<file path="config.mk">
export PLATFORM = sky130hd
export DESIGN_NAME = jtdsp16_do_cache_flat
export DESIGN_NICKNAME = d
export VERILOG_FILES = /design/src/rtl/jtdsp16_do_cache_if.sv /design/src/rtl/jtdsp16_do_cache.sv /design/src/flat_wrapper.sv
export SDC_FILE = /design/constraint.sdc
export NUM_CORES = 1
export LEC_CHECK = 0
export BUFFER_PORTS_ARGS = -buffer_cell sky130_fd_sc_hd__clkbuf_2
export CELL_PAD_IN_SITES_DETAIL_PLACEMENT = 0
export CELL_PAD_IN_SITES_GLOBAL_PLACEMENT = 1
export CORE_UTILIZATION = 44
export CTS_CLUSTER_SIZE = 8
export DETAILED_ROUTE_END_ITERATION = 6
export PLACE_DENSITY_LB_ADDON = 0.1
export SYNTH_ARGS = -nofsm -noshare
export SYNTH_HDL_FRONTEND = slang
export SYNTH_SLANG_ARGS = --single-unit
</file>
<file path="constraint.sdc">
create_clock -name clk -period 2.95 [get_ports clk]
set_input_delay 0 -clock clk [delete_from_list [all_inputs] [get_ports clk]]
set_output_delay 0 -clock clk [all_outputs]
set_load 0.1 [all_outputs]
</file>
<file path="src/rtl/jtdsp16_do_cache_if.sv">
// jtdsp16_do_cache_if: decoder/fetch-side bus of the do/redo loop cache
interface jtdsp16_do_cache_if;
  logic        cen;
  logic        do_start;
  logic [10:0] do_data;
  logic        fetch_en;
  logic [15:0] rom_dout;
  logic [15:0] cache_dout;
  logic        up_xcache;
  logic        pc_halt;
  logic        no_int;
  logic        busy;
  logic        err;
  modport master (
    output cen, do_start, do_data, fetch_en, rom_dout,
    input  cache_dout, up_xcache, pc_halt, no_int, busy, err
  );
  modport slave (
    input  cen, do_start, do_data, fetch_en, rom_dout,
    output cache_dout, up_xcache, pc_halt, no_int, busy, err
  );
endinterface

</file>
<file path="src/rtl/jtdsp16_do_cache.sv">
// jtdsp16_do_cache: captures a do-loop body on its first pass, then replays it from local storage
module jtdsp16_do_cache #(
  parameter int AW = 4,
  parameter int KW = 7
) (
  input logic               clk,
  input logic               rst,
  jtdsp16_do_cache_if.slave bus
);
  typedef enum logic [1:0] {IDLE, LOAD, REPLAY} state_t;
  state_t        state_q, state_d;
  logic [AW-1:0] wr_addr_q, wr_addr_d, rd_addr_q, rd_addr_d, ni_reg_q, ni_reg_d;
  logic [KW-1:0] iter_q, iter_d;
  logic          err_q, err_d, mem_we;
  logic [15:0]   mem [2**AW];
  logic [AW-1:0] ni;
  logic [KW-1:0] k, k_eff;
  logic          last_wr, last_rd, last_iter;
  assign ni        = AW'(bus.do_data[10:7]);
  assign k         = KW'(bus.do_data[6:0]);
  assign k_eff     = (k == '0) ? KW'(1) : k;
  assign last_wr   = wr_addr_q == ni_reg_q - AW'(1);
  assign last_rd   = rd_addr_q == ni_reg_q - AW'(1);
  assign last_iter = iter_q == KW'(1);
  always_comb begin
    state_d   = state_q;
    wr_addr_d = wr_addr_q;
    rd_addr_d = rd_addr_q;
    ni_reg_d  = ni_reg_q;
    iter_d    = iter_q;
    err_d     = err_q;
    mem_we    = 1'b0;
    if (bus.cen) begin
      unique case (state_q)
        IDLE: if (bus.do_start) begin
          if (ni != '0) begin
            ni_reg_d  = ni;
            wr_addr_d = '0;
            iter_d    = k_eff;
            err_d     = err_q | (k == '0);
            state_d   = LOAD;
          end else if (ni_reg_q == '0) begin
            err_d = 1'b1;
          end else begin
            iter_d    = k_eff;
            err_d     = err_q | (k == '0);
            rd_addr_d = '0;
            state_d   = REPLAY;
          end
        end
        LOAD: begin
          err_d = err_q | bus.do_start;
          if (bus.fetch_en) begin
            mem_we    = 1'b1;
            wr_addr_d = last_wr ? '0 : wr_addr_q + AW'(1);
            if (last_wr) begin
              rd_addr_d = '0;
              iter_d    = last_iter ? iter_q : iter_q - KW'(1);
              state_d   = last_iter ? IDLE : REPLAY;
            end
          end
        end
        default: begin
          err_d = err_q | bus.do_start;
          if (bus.fetch_en) begin
            rd_addr_d = last_rd ? '0 : rd_addr_q + AW'(1);
            if (last_rd) begin
              iter_d  = iter_q - KW'(1);
              state_d = last_iter ? IDLE : REPLAY;
            end
          end
        end
      endcase
    end
  end
  always_ff @(posedge clk) begin
    if (rst) begin
      state_q   <= IDLE;
      wr_addr_q <= '0;
      rd_addr_q <= '0;
      ni_reg_q  <= '0;
      iter_q    <= '0;
      err_q     <= 1'b0;
    end else begin
      state_q   <= state_d;
      wr_addr_q <= wr_addr_d;
      rd_addr_q <= rd_addr_d;
      ni_reg_q  <= ni_reg_d;
      iter_q    <= iter_d;
      err_q     <= err_d;
    end
  end
  // Storage is not cleared on reset; ni_reg=0 is what marks it empty.
  always_ff @(posedge clk) begin
    if (mem_we) mem[wr_addr_q] <= bus.rom_dout;
  end
  assign bus.cache_dout = mem[rd_addr_q];
  assign bus.up_xcache  = state_q == REPLAY;
  assign bus.pc_halt    = state_q == REPLAY;
  assign bus.busy       = state_q != IDLE;
  assign bus.no_int     = state_q != IDLE;
  assign bus.err        = err_q;
endmodule

</file>
<file path="src/flat_wrapper.sv">
// flat-port wrapper written by rule: the top's interface ports become plain ports
module jtdsp16_do_cache_flat 
#(
  parameter int AW = 4,
  parameter int KW = 7
)
  (clk, rst, bus_cen, bus_do_start, bus_do_data, bus_fetch_en, bus_rom_dout, bus_cache_dout, bus_up_xcache, bus_pc_halt, bus_no_int, bus_busy, bus_err);
  jtdsp16_do_cache_if bus_i ();
  input logic clk;
  input logic rst;
  input wire logic [$bits(bus_i.cen)-1:0] bus_cen;
  input wire logic [$bits(bus_i.do_start)-1:0] bus_do_start;
  input wire logic [$bits(bus_i.do_data)-1:0] bus_do_data;
  input wire logic [$bits(bus_i.fetch_en)-1:0] bus_fetch_en;
  input wire logic [$bits(bus_i.rom_dout)-1:0] bus_rom_dout;
  output wire logic [$bits(bus_i.cache_dout)-1:0] bus_cache_dout;
  output wire logic [$bits(bus_i.up_xcache)-1:0] bus_up_xcache;
  output wire logic [$bits(bus_i.pc_halt)-1:0] bus_pc_halt;
  output wire logic [$bits(bus_i.no_int)-1:0] bus_no_int;
  output wire logic [$bits(bus_i.busy)-1:0] bus_busy;
  output wire logic [$bits(bus_i.err)-1:0] bus_err;
  assign bus_i.cen = bus_cen;
  assign bus_i.do_start = bus_do_start;
  assign bus_i.do_data = bus_do_data;
  assign bus_i.fetch_en = bus_fetch_en;
  assign bus_i.rom_dout = bus_rom_dout;
  assign bus_cache_dout = bus_i.cache_dout;
  assign bus_up_xcache = bus_i.up_xcache;
  assign bus_pc_halt = bus_i.pc_halt;
  assign bus_no_int = bus_i.no_int;
  assign bus_busy = bus_i.busy;
  assign bus_err = bus_i.err;
  jtdsp16_do_cache #(.AW(AW), .KW(KW)) u_core (.clk(clk), .rst(rst), .bus(bus_i));
endmodule
</file>
======== Yosys cells after proc, flatten, opt, wreduce, memory -nomap -nowiden ========
Memories as Yosys holds them, arrays and structs flattened. A register that Yosys moved wholly into a read port is not among the register bits.
Cells that the tools add are included.
word-level totals
  register bits after elaboration ......... 22
  memory bits (writable) .................. 256
  input bits .............................. 32
  word-level logic and storage cells ...... 83
  memories ................................ 1
memories
  name        words  bits a word  rd ports  clocked after memory_dff  wr ports  RTL line                RTL
  u_core.mem  16     16           1         1                         1         jtdsp16_do_cache.sv:15  logic [15:0] mem [2**AW];
cells by class
  $add $sub $neg .......................... 4
  equality and inequality tests ........... 13
  multiplexer cells ....................... 43
  bitwise gates (word level) .............. 2
  reductions and logical operators ........ 14
operator list
  operator                                                                 number
  7-bit 2-to-1 mux                                                         9
  4-bit 2-to-1 mux                                                         13
  2-bit 2-to-1 mux                                                         8
  4-bit case mux with 2 select lines                                       2
  7-bit case mux with 2 select lines                                       1
  7-bit AND reduction                                                      2
  2-bit inequality test, second input constant                             5
  1-bit 2-to-1 mux                                                         9
  4-bit by 1-bit adder with 4-bit output, second input constant            2
  4-bit == test                                                            2
  8-bit AND reduction                                                      1
  7-bit by 1-bit == test with 1-bit output, second input constant          1
  7-bit logical NOT                                                        1
  7-bit by 1-bit subtractor with 7-bit output, second input constant       1
  2-bit nonzero test                                                       3
  5-bit AND reduction                                                      1
  4-bit logical NOT                                                        1
  2-bit by 1-bit inequality test with 1-bit output, second input constant  2
  2-bit case mux with 2 select lines                                       1
  4-bit AND reduction                                                      1
  4-bit nonzero test                                                       1
  4-bit by 1-bit subtractor with 4-bit output, second input constant       1
  3-bit by 2-bit inequality test with 1-bit output, second input constant  1
  3-bit nonzero test                                                       1
  other kinds (5)                                                          6

======== Longest topological paths before layout ========
Gate-level depths: netlist of run 1.
  depth in word-level cells ............... 7
  depth in mapped cells ................... 8
  depth with buffers taken out ............ 7

======== Least setup slack after synthesis of run 1 ========
Ideal clock, no wire load.
  path type ............................... register to register
  start point ............................. register u_core.state_q[1]
  end point ............................... memory u_core.mem[0][0], enable pin
  arrival time ............................ 2127 ps
  required time ........................... 2541 ps
  slack ................................... 413 ps
  stages on the path, launching flop included .. 6
  path buffers ............................ 1
  cells stage by stage .................... dfxtp_1 clkbuf_1 nand2b_1 nor2_1 nand2_1 nor3_1
on the way
  cells in the longest elaborated chain, start to end .. 5
ends and longest elaborated chain
  item                                      RTL line                RTL
  start: declaration                        jtdsp16_do_cache.sv:11  state_t state_q, state_d;
  start signal: assignment                  jtdsp16_do_cache.sv:85  state_q <= state_d;
  2-bit by 1-bit == test with 1-bit output  jtdsp16_do_cache.sv:34  unique case (state_q)
  1-bit 2-to-1 mux                          jtdsp16_do_cache.sv:34
  1-bit 2-to-1 mux                          jtdsp16_do_cache.sv:33  if (bus.cen) begin
  1-bit 2-to-1 mux                          jtdsp16_do_cache.sv:95  if (mem_we) mem[wr_addr_q] <= bus.rom_dout;
  1-bit 2-to-1 mux (implied by the code)    jtdsp16_do_cache.sv:95
  end: declaration                          jtdsp16_do_cache.sv:15
No other way between the ends.

==> metrics.md, run 1 <==
| Metric | Value |
|---|---|
| Outcome | finished clean |
| Crit Path Class | register to output pin |
| Ys async rst share | 0 |
| Post-Place Worst Slack | between 0.5 and 0.6 ns |
| Sequential share of the synthesized area | 0.722 |
| Clock skew | 0.0189 ns |
| Power share of the combinational group | 0.043 |
| HPWL after detailed placement | roughly 14000 um |
| Worst setup endpoint | bus_cache_dout[0] |
| GRT Util Overall | 0.193 |
| Pwr dens | approximately 650 mW/mm^2 |
| Yosys top cell area share | 0.677 |
| Post-CTS setup buffer count | 0 |
| CTS Buf Count | slightly above 40 |
| Max-slew headroom | 0.468 |
| CTS root buf | clkbuf_16 |
| Final setup viols | 0 |
| Clk pin slew, worst setup/hold paths | about 0.06 ns |
| Worst-margin pin slew | approximately 0.8 ns |
| Final hold violations | 0 |
| Io pins | 53 |
| Setup WS post-layout | between 0.3 and 0.4 ns |
| Diodes inserted | 0 |
| Reg-to-Reg End | u_core.bus.err$_SDFFE_PP0P_ |
| Full die area | 0.0265 mm^2 |
| Unrepaired setup endpoints after global routing | no |
| DR iter-0 viols | between 300 and 400 |
| Row count | a little under 60 |
| Yosys top cell by area | edfxtp_1 |
| Post-Syn Area per Cell | ~20 um^2 |
| Total Power | 8.82 mW |
| Xor-xnor portion of the synthesized cell area | 0.0135 |
| Peak supply drop | about 430 uV |
| Internal | 7.03 mW |
| Largest fanout on the critical path | 30 |
| Sw Ratio | 0.203 |
| EDFF count, synth | ~260 |
| Most area-consuming cells after synthesis | edfxtp_1 68%, mux4_2 16%, dfxtp_1 4.6%, nor2_1 1.0%, ha_1 0.88% |
| Die H | around 160 um |
| Placer Congestion | about 0.80 |
| IO buf count | 52 |
| Post-synth top cells | 256 x edfxtp_1, 80 x mux4_2, 31 x nor2_1, 26 x dfxtp_1, 15 x a21oi_1 |
| Post-DR wirelength/cell | approximately 24 um |
| # H-tree levels | 2 |
| Final Cycle Share | 0.892 |
| Crit path required time | 2.95 ns |
| Initial Utilization | 0.450 |
| Vias in the first global route | 6152 |
| Final wirelength | roughly 24000 um |
| Std-Cell Core Area | roughly 0.025 mm^2 |
| Yosys reg bits | roughly 280 |
| Antenna-violating nets left | 0 |
| R2R setup slack | approximately 0.55 ns |
| TritonRoute pass-1 iters | 4 |
| Mapped Cells | 574 |
| Mux contribution to synthesized area | 0.163 |
| Predominant post-synthesis flop cell | edfxtp_1 |
| R2r startpoint | u_core.ni_reg_q[0]$_SDFFE_PP0P_ |
| CP endpoint kind | output pin |
| Final setup TNS | 0 ns |
| Max clock buf depth | 3 |
| TritonCTS clock tree | yes |
| Layout cells sized above 1 | 0.328 |
| Worst EP arrival | ~2.6 ns |
| Worst Reg2Reg Path Length in Cells | 8 |
| Largest family of logic cells by synthesized area | multiplexers |
| First-pass GRT wire length | around 37000 um |
| Startpoint Class | register |
| Vias | between 5000 and 6000 |
| Clock Sinks | roughly 280 |
| Grt total ovfl | 0 |
| Seq pwr share | 0.500 |
| Layout Nets | ~740 |
| Synth Cell Area | ~0.011 mm^2 |
| Yosys cell types | 53 |
| Syn Nets | approximately 600 |
| Top-count cell post-synth | edfxtp_1 |
| Fin. max-slew vios | 0 |
| Max-cap violations | 0 |
| Vias per inst | 5.71 |
| Complex-gate fraction of the synthesized area | 0.0346 |
| Area Growth Syn to Fin | 19.5% |
| Static Leak | between 4 and 5 nW |
| Synth Area in Simple Gates | 0.0406 |
| Post-route DRC | 0 |
| Psw | ~1.8 mW |
| Clk_lat worst skew | 0.51 ns |
| Synth Area in Adders | 0.00881 |
| Max Clk Rate | 380 MHz |
| Initial antenna violation count | 0 |
| Clock network power share | 0.457 |
| Largest net degree at the start of global routing | 65 |
| Crit path time final | ~2.6 ns |
| Hold/Removal Path Class | primary input to register |
| Util after Layout | 0.538 |
| Yosys warning total | 0 |
| Die width | 163 um |
==> stage by stage <==
stage | cells | hold slack (ns) | cell area (um^2)
2_1_floorplan | 574 | 0.0989 | 11400
3_3_place_gp | 952 | 0.277 | 12200
3_5_place_dp | 952 | 0.286 | 12200
4_1_cts | 1031 | 0.00929 | 13600
5_1_grt | 1031 | 0.0324 | 13600
6_report | 1031 | 0.0196 | 13600
==> cells in the final DEF (no fill, tap or decap), drive strengths merged, types with 10 or more instances in the layout <==
cell	synthesis	final
buf	19	27
xnor2	11	11
a21oi	16	16
nand2	11	11
mux4	80	80
edfxtp	256	256
inv	10	10
clkbuf	12	99
nor2	32	32
dlygate4sd3	0	30
dfxtp	26	26
==> how the worst min path moves through the flow <==
stage                          from  slack [ns]  cells after the start                              end
CTS                  bus_do_data[1]       0.009                      6    u_core.iter_q[0]$_SDFFE_PP0P_
detailed placement   bus_do_data[7]        0.29                      3  u_core.ni_reg_q[0]$_SDFFE_PP0P_
finish               bus_do_data[1]        0.02                      6    u_core.iter_q[0]$_SDFFE_PP0P_
global route         bus_do_data[1]        0.03                      5    u_core.iter_q[1]$_SDFFE_PP0P_
global placement     bus_do_data[8]        0.28                      3  u_core.ni_reg_q[1]$_SDFFE_PP0P_
floorplan           bus_rom_dout[0]         0.1                      0       u_core.mem[0][0]$_DFFE_PP_
==> worst max-delay path: stages, from the launching register on <==
cell and delay, ns:
dfxtp_4 0.37, buf_12 0.26, mux4_2 0.55, mux4_2 0.53
clkbuf_2 0.40
==> registers in the layout (all words and copies together) (netlist names), named ones only <==
register and flops:
u_core.mem 256, u_core.ni_reg_q 4, u_core.state_q 2, u_core.iter_q 7, u_core.bus.err 1, u_core.rd_addr_q 4, u_core.wr_addr_q 4
==> power groups by stage <==
stage | Sequential [mW] | Clock, mW | Combinational (mW)
after global routing | 4.41 | 4.29 | 0.415
after detailed placement | 4.48 | 0 | 0.348
after CTS | 4.41 | 4.13 | 0.381
after global placement | 4.48 | 0 | 0.339
final | 4.41 | 4.03 | 0.380
after floorplan | 4.48 | 0 | 0.235
==> cell type report <==
type                    count  area (um^2)
clock buffers              47         1070
inverters                  10         37.5
flip-flops and latches    282         8210
clock inverters             2         25.0
fillers                  2010        11700
multi-input cells         251         3010
well taps                 330          413
repair buffers            109          813
==> kinds of logic after synthesis <==
logic type | after synthesis
compound gates | 54
simple gates | 89
mux | 85
flops | 282
fa+ha+maj | 8
xor+xnor | 15
buf+inv | 41
==> routing by layer <==
metal	wire length, um	GRT usage
met1	10400	0.258
met3	966	0.0306
met4	432	0.0556
met5	0	0
met2	12400	0.325
==> repair_timing <==
item	in CTS	in global routing
hold endpoints to repair	270	0
hold buffers	30	0
resized for setup	0	0
Power figures use the tool's default switching activity.
==> run 2, diff against run 1 <==
CTS_BUF_LIST = sky130_fd_sc_hd__clkbuf_16   (was not set)
==> run 2 against run 1 <==
Effect of this change: combinational power about the same; sequential power about the same; largest cell class unchanged; wire length about the same; sequential share of layout area unchanged; total power down 0.18%; sequential cell count unchanged; non-clock buffer count unchanged; first-iteration DRC count unchanged; clock skew about the same.
==> metrics.md, run 2 (synthesis gave the netlist of run 1 again) <==
| Metric | Value |
|---|---|
| Outcome | finished clean (unchanged) |
| Most common cell after layout, fill and taps aside | edfxtp_1 (unchanged) |
| Largest Register | u_core.mem (unchanged) |
| Layout Nets | 735 (unchanged) |
| Max-slew headroom | 0.466 (was 0.468) |
| Setup WS post-layout | 0.318 ns (was 0.319 ns) |
| Peak supply drop | 432 uV (about the same) |
| Die width | 163 um (unchanged) |
| Clock Sinks | 282 (unchanged) |
| Vias in the first global route | 6152 (unchanged) |
| Clk pin slew, worst setup/hold paths | 0.06 ns (about the same) |
| Antenna-violating nets left | 0 (unchanged) |
| Diodes inserted | 0 (unchanged) |
| Initial Utilization | 0.450 (unchanged) |
| Post-DR wirelength/cell | 23.5 um (about the same) |
| # H-tree levels | 2 (unchanged) |
| Hold/Removal Path Class | primary input to register (unchanged) |
| CTS root buf | clkbuf_16 (unchanged) |
| Full die area | 0.0265 mm^2 (unchanged) |
| Pwr dens | 648 mW/mm^2 (was 649 mW/mm^2) |
| Max reg flops | 256 (unchanged) |
| Cell Area, Placed | 0.0122 mm^2 (unchanged) |
| TritonRoute pass-1 iters | 5 (was 4) |
| Worst-margin pin slew | 0.796 ns (was 0.794 ns) |
| Max clock buf depth | 3 (unchanged) |
| Final Cycle Share | 0.892 (about the same) |
| Crit Path Class | register to output pin (unchanged) |
| HPWL after detailed placement | 14000 um (unchanged) |
| Io pins | 53 (unchanged) |
| Post-CTS resize count | 0 (unchanged) |
| Worst EP arrival | 2.63 ns (about the same) |
| Crit-path cells | buf_12 > mux4_2 > mux4_2 > clkbuf_2 (unchanged) |
| Std-Cell Core Area | 0.0253 mm^2 (unchanged) |
| Final hold violations | 0 (unchanged) |
| Final wirelength | 24300 um (about the same) |
| Startpoint Class | register (unchanged) |
| Grt total ovfl | 0 (unchanged) |
| GRT Util Overall | 0.193 (unchanged) |
| Post-route cell area | 0.0136 mm^2 (unchanged) |
| Final setup viols | 0 (unchanged) |
| Post-route DRC | 0 (unchanged) |
| Static Leak | 4.37 nW (was 4.35 nW) |
| Initial antenna violation count | 0 (unchanged) |
| Largest regs | u_core.mem x256, u_core.iter_q x7 (unchanged) |
| Fin. max-slew vios | 0 (unchanged) |
| Hold-fix buffers at CTS | 30 (unchanged) |
| Area Growth Syn to Fin | 19.5% (unchanged) |
| IO buf count | 52 (unchanged) |
| CP most frequent cell | mux4_2 (unchanged) |
| DR iter-0 viols | 381 (unchanged) |
| Max-cap violations | 0 (unchanged) |
| Clock skew | 0.0187 ns (was 0.0189 ns) |
| Row count | 58 (unchanged) |
| Layout cells sized above 1 | 0.328 (unchanged) |
| Post-CTS setup buffer count | 0 (unchanged) |
| TritonCTS clock tree | yes (unchanged) |
| Crit path max-delay cell type | mux4_2 (unchanged) |
| CP endpoint kind | output pin (unchanged) |
| Crit path required time | 2.95 ns (about the same) |
| First-pass GRT wire length | 37000 um (unchanged) |
| CTS Buf Count | 41 (unchanged) |
| Worst stage delay on the critical path | 0.55 ns (about the same) |
| Unrepaired setup endpoints after global routing | no (unchanged) |
| Crit path time final | 2.63 ns (about the same) |
| Placer Congestion | 0.798 (unchanged) |
| Largest net degree at the start of global routing | 65 (unchanged) |
| Commonest cells after routing, fill and taps aside | 256 x edfxtp_1, 80 x mux4_2, 52 x clkbuf_2, 42 x clkbuf_16, 30 x dlygate4sd3_1 (unchanged) |
| Max Clk Rate | 380 MHz (about the same) |
| Vias per inst | 5.71 (about the same) |
| Largest fanout on the critical path | 30 (unchanged) |
| Final setup TNS | 0 ns (unchanged) |
| Die H | 163 um (unchanged) |
| Post-Place Worst Slack | 0.560 ns (unchanged) |
| Vias | 5882 (was 5885) |
| Clk_lat worst skew | 0.51 ns (about the same) |
run 2: changes by cell type in the layout (fill, tap and decap cells not counted), sizes merged:
cell and delta:
inv +5, clkbuf -5
run 2: worst paths after layout:
| path | from | endpoint | slack (ns) | depth (start not counted) |
|---|---|---|---|---|
| max reg2reg | u_core.ni_reg_q[0]$_SDFFE_PP0P_ | u_core.bus.err$_SDFFE_PP0P_ | 0.55 | 8 |
| min reg2reg | u_core.iter_q[5]$_SDFFE_PP0P_ | u_core.iter_q[5]$_SDFFE_PP0P_ | 0.52 | 2 |
| min | bus_do_data[1] | u_core.iter_q[0]$_SDFFE_PP0P_ | 0.02 | 6 |
| max | register | bus_cache_dout[0] | 0.32 | 4 |
run 2: power by group:
part | internal (mW) | total (mW) | switching [mW] | leakage (nW)
Sequential | 4.38 | 4.41 | 0.0244 | 2.51
Combinational | 0.134 | 0.380 | 0.247 | 1.31
Clock | 2.49 | 4.02 | 1.52 | 0.555
run 2: worst max-delay path: cells and delay by family (launching register included):
kind                   cells  cell delay, ns
muxes                      2            1.08
DFF                        1            0.37
buffers and inverters      2            0.66
run 2: cell type report:
cell class	count	area [um^2]
fill	2010	11700
sequential	282	8210
multi-input combinational	251	3010
clock buffer	42	1050
timing repair buffer	109	813
tap	330	413
clock inverter	7	43.8
inverter	10	37.5
run 2: per-layer routing:
metal / GRT usage / wire length, um
met5: 0 / 0
met4: 0.0556 / 432
met3: 0.0306 / 958
met2: 0.325 / 12400
met1: 0.258 / 10400
run 2: stage by stage:
stage	hold WS (ns)	util	total power [mW]	instances
after global placement	0.277	0.483	4.82	952
after global routing	0.0324	0.538	9.10	1031
final	0.0203	0.538	8.80	1031
after floorplan	0.0989	-	4.71	574
after detailed placement	0.286	0.483	4.83	952
after CTS	0.00929	0.538	8.90	1031
==> run 3, diff against run 2 <==
HOLD_SLACK_MARGIN = 0.08   (was not set)
==> run 3 against run 2 <==
Effect of this change: worst hold slack better by 0.18 ns; total power rose by 0.32%; setup slack lost 0.17 ns; core utilization grew 0.53 points; count of clock-buffer cells in the layout is the same; final cell count up 1.1%; wire length is 0.62% higher; clock power about the same; clock skew is essentially flat; first-iteration DRC count decreased by 7.6%; critical path depth grew 5; largest power group unchanged; highest routed layer unchanged.
==> metrics.md, run 3 (synthesis gave the netlist of run 1 again) <==
| Metric | Value |
|---|---|
| Outcome | finished clean (unchanged) |
| Max clock buf depth | 3 (unchanged) |
| Crit Path Class | register to register (was register to output pin) |
| Initial Utilization | 0.450 (unchanged) |
| CTS root buf | clkbuf_16 (unchanged) |
| Worst-margin pin slew | 0.799 ns (was 0.796 ns) |
| Crit-path cells | inv_1 > ha_1 > nor3b_2 > a21oi_2 > o21ai_1 > a31oi_1 > dlygate4sd3_1 > nor2_1 > dlygate4sd3_1 (was buf_12 > mux4_2 > mux4_2 > clkbuf_2) |
| Crit path max-delay cell type | dlygate4sd3_1 (was mux4_2) |
| Worst Reg2Reg Path Length in Cells | 9 (was 8) |
| Largest net degree at the start of global routing | 65 (unchanged) |
| Total Power | 8.83 mW (was 8.80 mW) |
| # H-tree levels | 2 (unchanged) |
| Post-Place Worst Slack | 0.560 ns (unchanged) |
| Layout Nets | 746 (was 735) |
| Full die area | 0.0265 mm^2 (unchanged) |
| Std-Cell Core Area | 0.0253 mm^2 (unchanged) |
| Delay-heaviest family, CP | buffers and inverters (was multiplexers) |
| Vias | 5962 (was 5882) |
| Antenna-violating nets left | 0 (unchanged) |
| Startpoint Class | register (unchanged) |
| IO buf count | 52 (unchanged) |
| Post-DR wirelength/cell | 23.4 um (was 23.5 um) |
| CP most frequent cell | dlygate4sd3_1 (was mux4_2) |
| Final Cycle Share | 0.950 (was 0.892) |
| Worst path depth | 9 (was 4) |
| Static Leak | 4.44 nW (was 4.37 nW) |
| Layout cells sized above 1 | 0.331 (was 0.328) |
| Pwr dens | 644 mW/mm^2 (was 648 mW/mm^2) |
| Clock Sinks | 282 (unchanged) |
| Vias per inst | 5.72 (was 5.71) |
| Final setup TNS | 0 ns (unchanged) |
| Most common cell after layout, fill and taps aside | edfxtp_1 (unchanged) |
| DR iter-0 viols | 352 (was 381) |
| Largest fanout on the critical path | 5 (was 30) |
| Met1 Resource Use GR | 0.258 (about the same) |
| Die width | 163 um (unchanged) |
| TritonRoute pass-1 iters | 5 (unchanged) |
| Row count | 58 (unchanged) |
| Die H | 163 um (unchanged) |
| CTS Buf Count | 41 (unchanged) |
| GRT Util Overall | 0.193 (about the same) |
| Setup WS post-layout | 0.147 ns (was 0.318 ns) |
| CP endpoint kind | register (was output pin) |
| Peak supply drop | 433 uV (was 432 uV) |
| Worst EP arrival | 3.18 ns (was 2.63 ns) |
| Max-cap violations | 0 (unchanged) |
| Max Clk Rate | 357 MHz (was 380 MHz) |
| Crit path time final | 2.80 ns (was 2.63 ns) |
| Worst Hold Path Cells | 6 (unchanged) |
| Clk pin slew, worst setup/hold paths | 0.05 ns (was 0.06 ns) |
| Hold slack final | 0.196 ns (was 0.0203 ns) |
| Diodes inserted | 0 (unchanged) |
| Io pins | 53 (unchanged) |
| Crit path buf inv count | 3 (was 2) |
| Clock skew | 0.0182 ns (was 0.0187 ns) |
| First-pass GRT wire length | 37000 um (about the same) |
| Initial antenna violation count | 0 (unchanged) |
| Vias in the first global route | 6168 (was 6152) |
| Fin. max-slew vios | 0 (unchanged) |
| Max reg flops | 256 (unchanged) |
| Clk_lat worst skew | 0.51 ns (about the same) |
| Largest Register | u_core.mem (unchanged) |
| Met3 usage | 0.0306 (unchanged) |
| Max-slew headroom | 0.462 (was 0.466) |
| Commonest cells after routing, fill and taps aside | 256 x edfxtp_1, 80 x mux4_2, 52 x clkbuf_2, 42 x clkbuf_16, 39 x dlygate4sd3_1 (was 256 x edfxtp_1, 80 x mux4_2, 52 x clkbuf_2, 42 x clkbuf_16, 30 x dlygate4sd3_1) |
| Grt total ovfl | 0 (unchanged) |
| Post-route DRC | 0 (unchanged) |
| TritonCTS clock tree | yes (unchanged) |
| Crit path required time | 3.33 ns (was 2.95 ns) |
| Area Growth Syn to Fin | 20.7% (was 19.5%) |
| Worst stage delay on the critical path | 0.58 ns (was 0.55 ns) |
| Placer Congestion | 0.798 (unchanged) |
| Largest regs | u_core.mem x256, u_core.iter_q x7 (unchanged) |
| Final wirelength | 24400 um (was 24300 um) |
| Hold/Removal Path Class | primary input to register (unchanged) |
| GR Layer Usage met2 | 0.326 (was 0.325) |
| Final hold violations | 0 (unchanged) |
| GRT busiest layer | met2 (unchanged) |
| Final setup viols | 0 (unchanged) |
| HPWL after detailed placement | 14000 um (unchanged) |
==> run 3: cell types whose count changed in the layout (fill, tap and decap cells not counted), sizes merged <==
cell / before / now
buf: 27 / 29
dlygate4sd3: 30 / 39
==> run 3: final timing paths <==
kind | slack (ns) | start | to
setup / recovery | 0.15 | u_core.ni_reg_q[0]$_SDFFE_PP0P_ | u_core.bus.err$_SDFFE_PP0P_
hold / removal | 0.20 | bus_fetch_en | u_core.wr_addr_q[3]$_SDFFE_PP0P_
setup reg to reg | 0.15 | u_core.ni_reg_q[0]$_SDFFE_PP0P_ | u_core.bus.err$_SDFFE_PP0P_
hold reg to reg | 0.52 | u_core.iter_q[6]$_SDFFE_PP0P_ | u_core.iter_q[6]$_SDFFE_PP0P_
==> run 3: stage by stage <==
stage / area [um^2] / util / cells
2_1_floorplan: 11400 / - / 574
3_3_place_gp: 12200 / 0.483 / 952
3_5_place_dp: 12200 / 0.483 / 952
4_1_cts: 13700 / 0.541 / 1040
5_1_grt: 13700 / 0.543 / 1042
6_report: 13700 / 0.543 / 1042
==> run 3: final cells by class <==
| cell class | count | area [um^2] |
|---|---|---|
| repair buffers | 120 | 918 |
| clock inverters | 7 | 43.8 |
| well taps | 330 | 413 |
| flip-flops and latches | 282 | 8210 |
| fillers | 1999 | 11500 |
| multi-input cells | 251 | 3040 |
| clock buffers | 42 | 1050 |
| inverters | 10 | 37.5 |
==> run 3: repair_timing <==
| action | CTS | global route |
|---|---|---|
| setup buffers | 0 | 2 |
| hold buffers | 39 | 0 |
| endpoints found under the setup margin | 0 | 2 |
| hold endpoints to repair | 277 | 0 |
| resized for setup | 0 | 6 |
==> run 3: power breakdown <==
group | switching [mW] | internal, mW
Combinational | 0.252 | 0.148
Clock | 1.53 | 2.49
Sequential | 0.0251 | 4.38
==> run 3: per-layer routing <==
layer,vias up,wire (um)
met1,3117,10500
met4,0,457
li1,2629,-
met5,-,0
met3,45,972
met2,171,12500
==> run 3: worst register-to-register path, delay by kind of cell, from the launching register on <==
kind,cells,cell delay (ns)
AO/OA/AOI/OAI,3,0.54
AND/OR/NAND/NOR,2,0.24
flip-flops,1,0.44
buffers and inverters,3,1.23
adder cells (fa/ha/maj),1,0.24
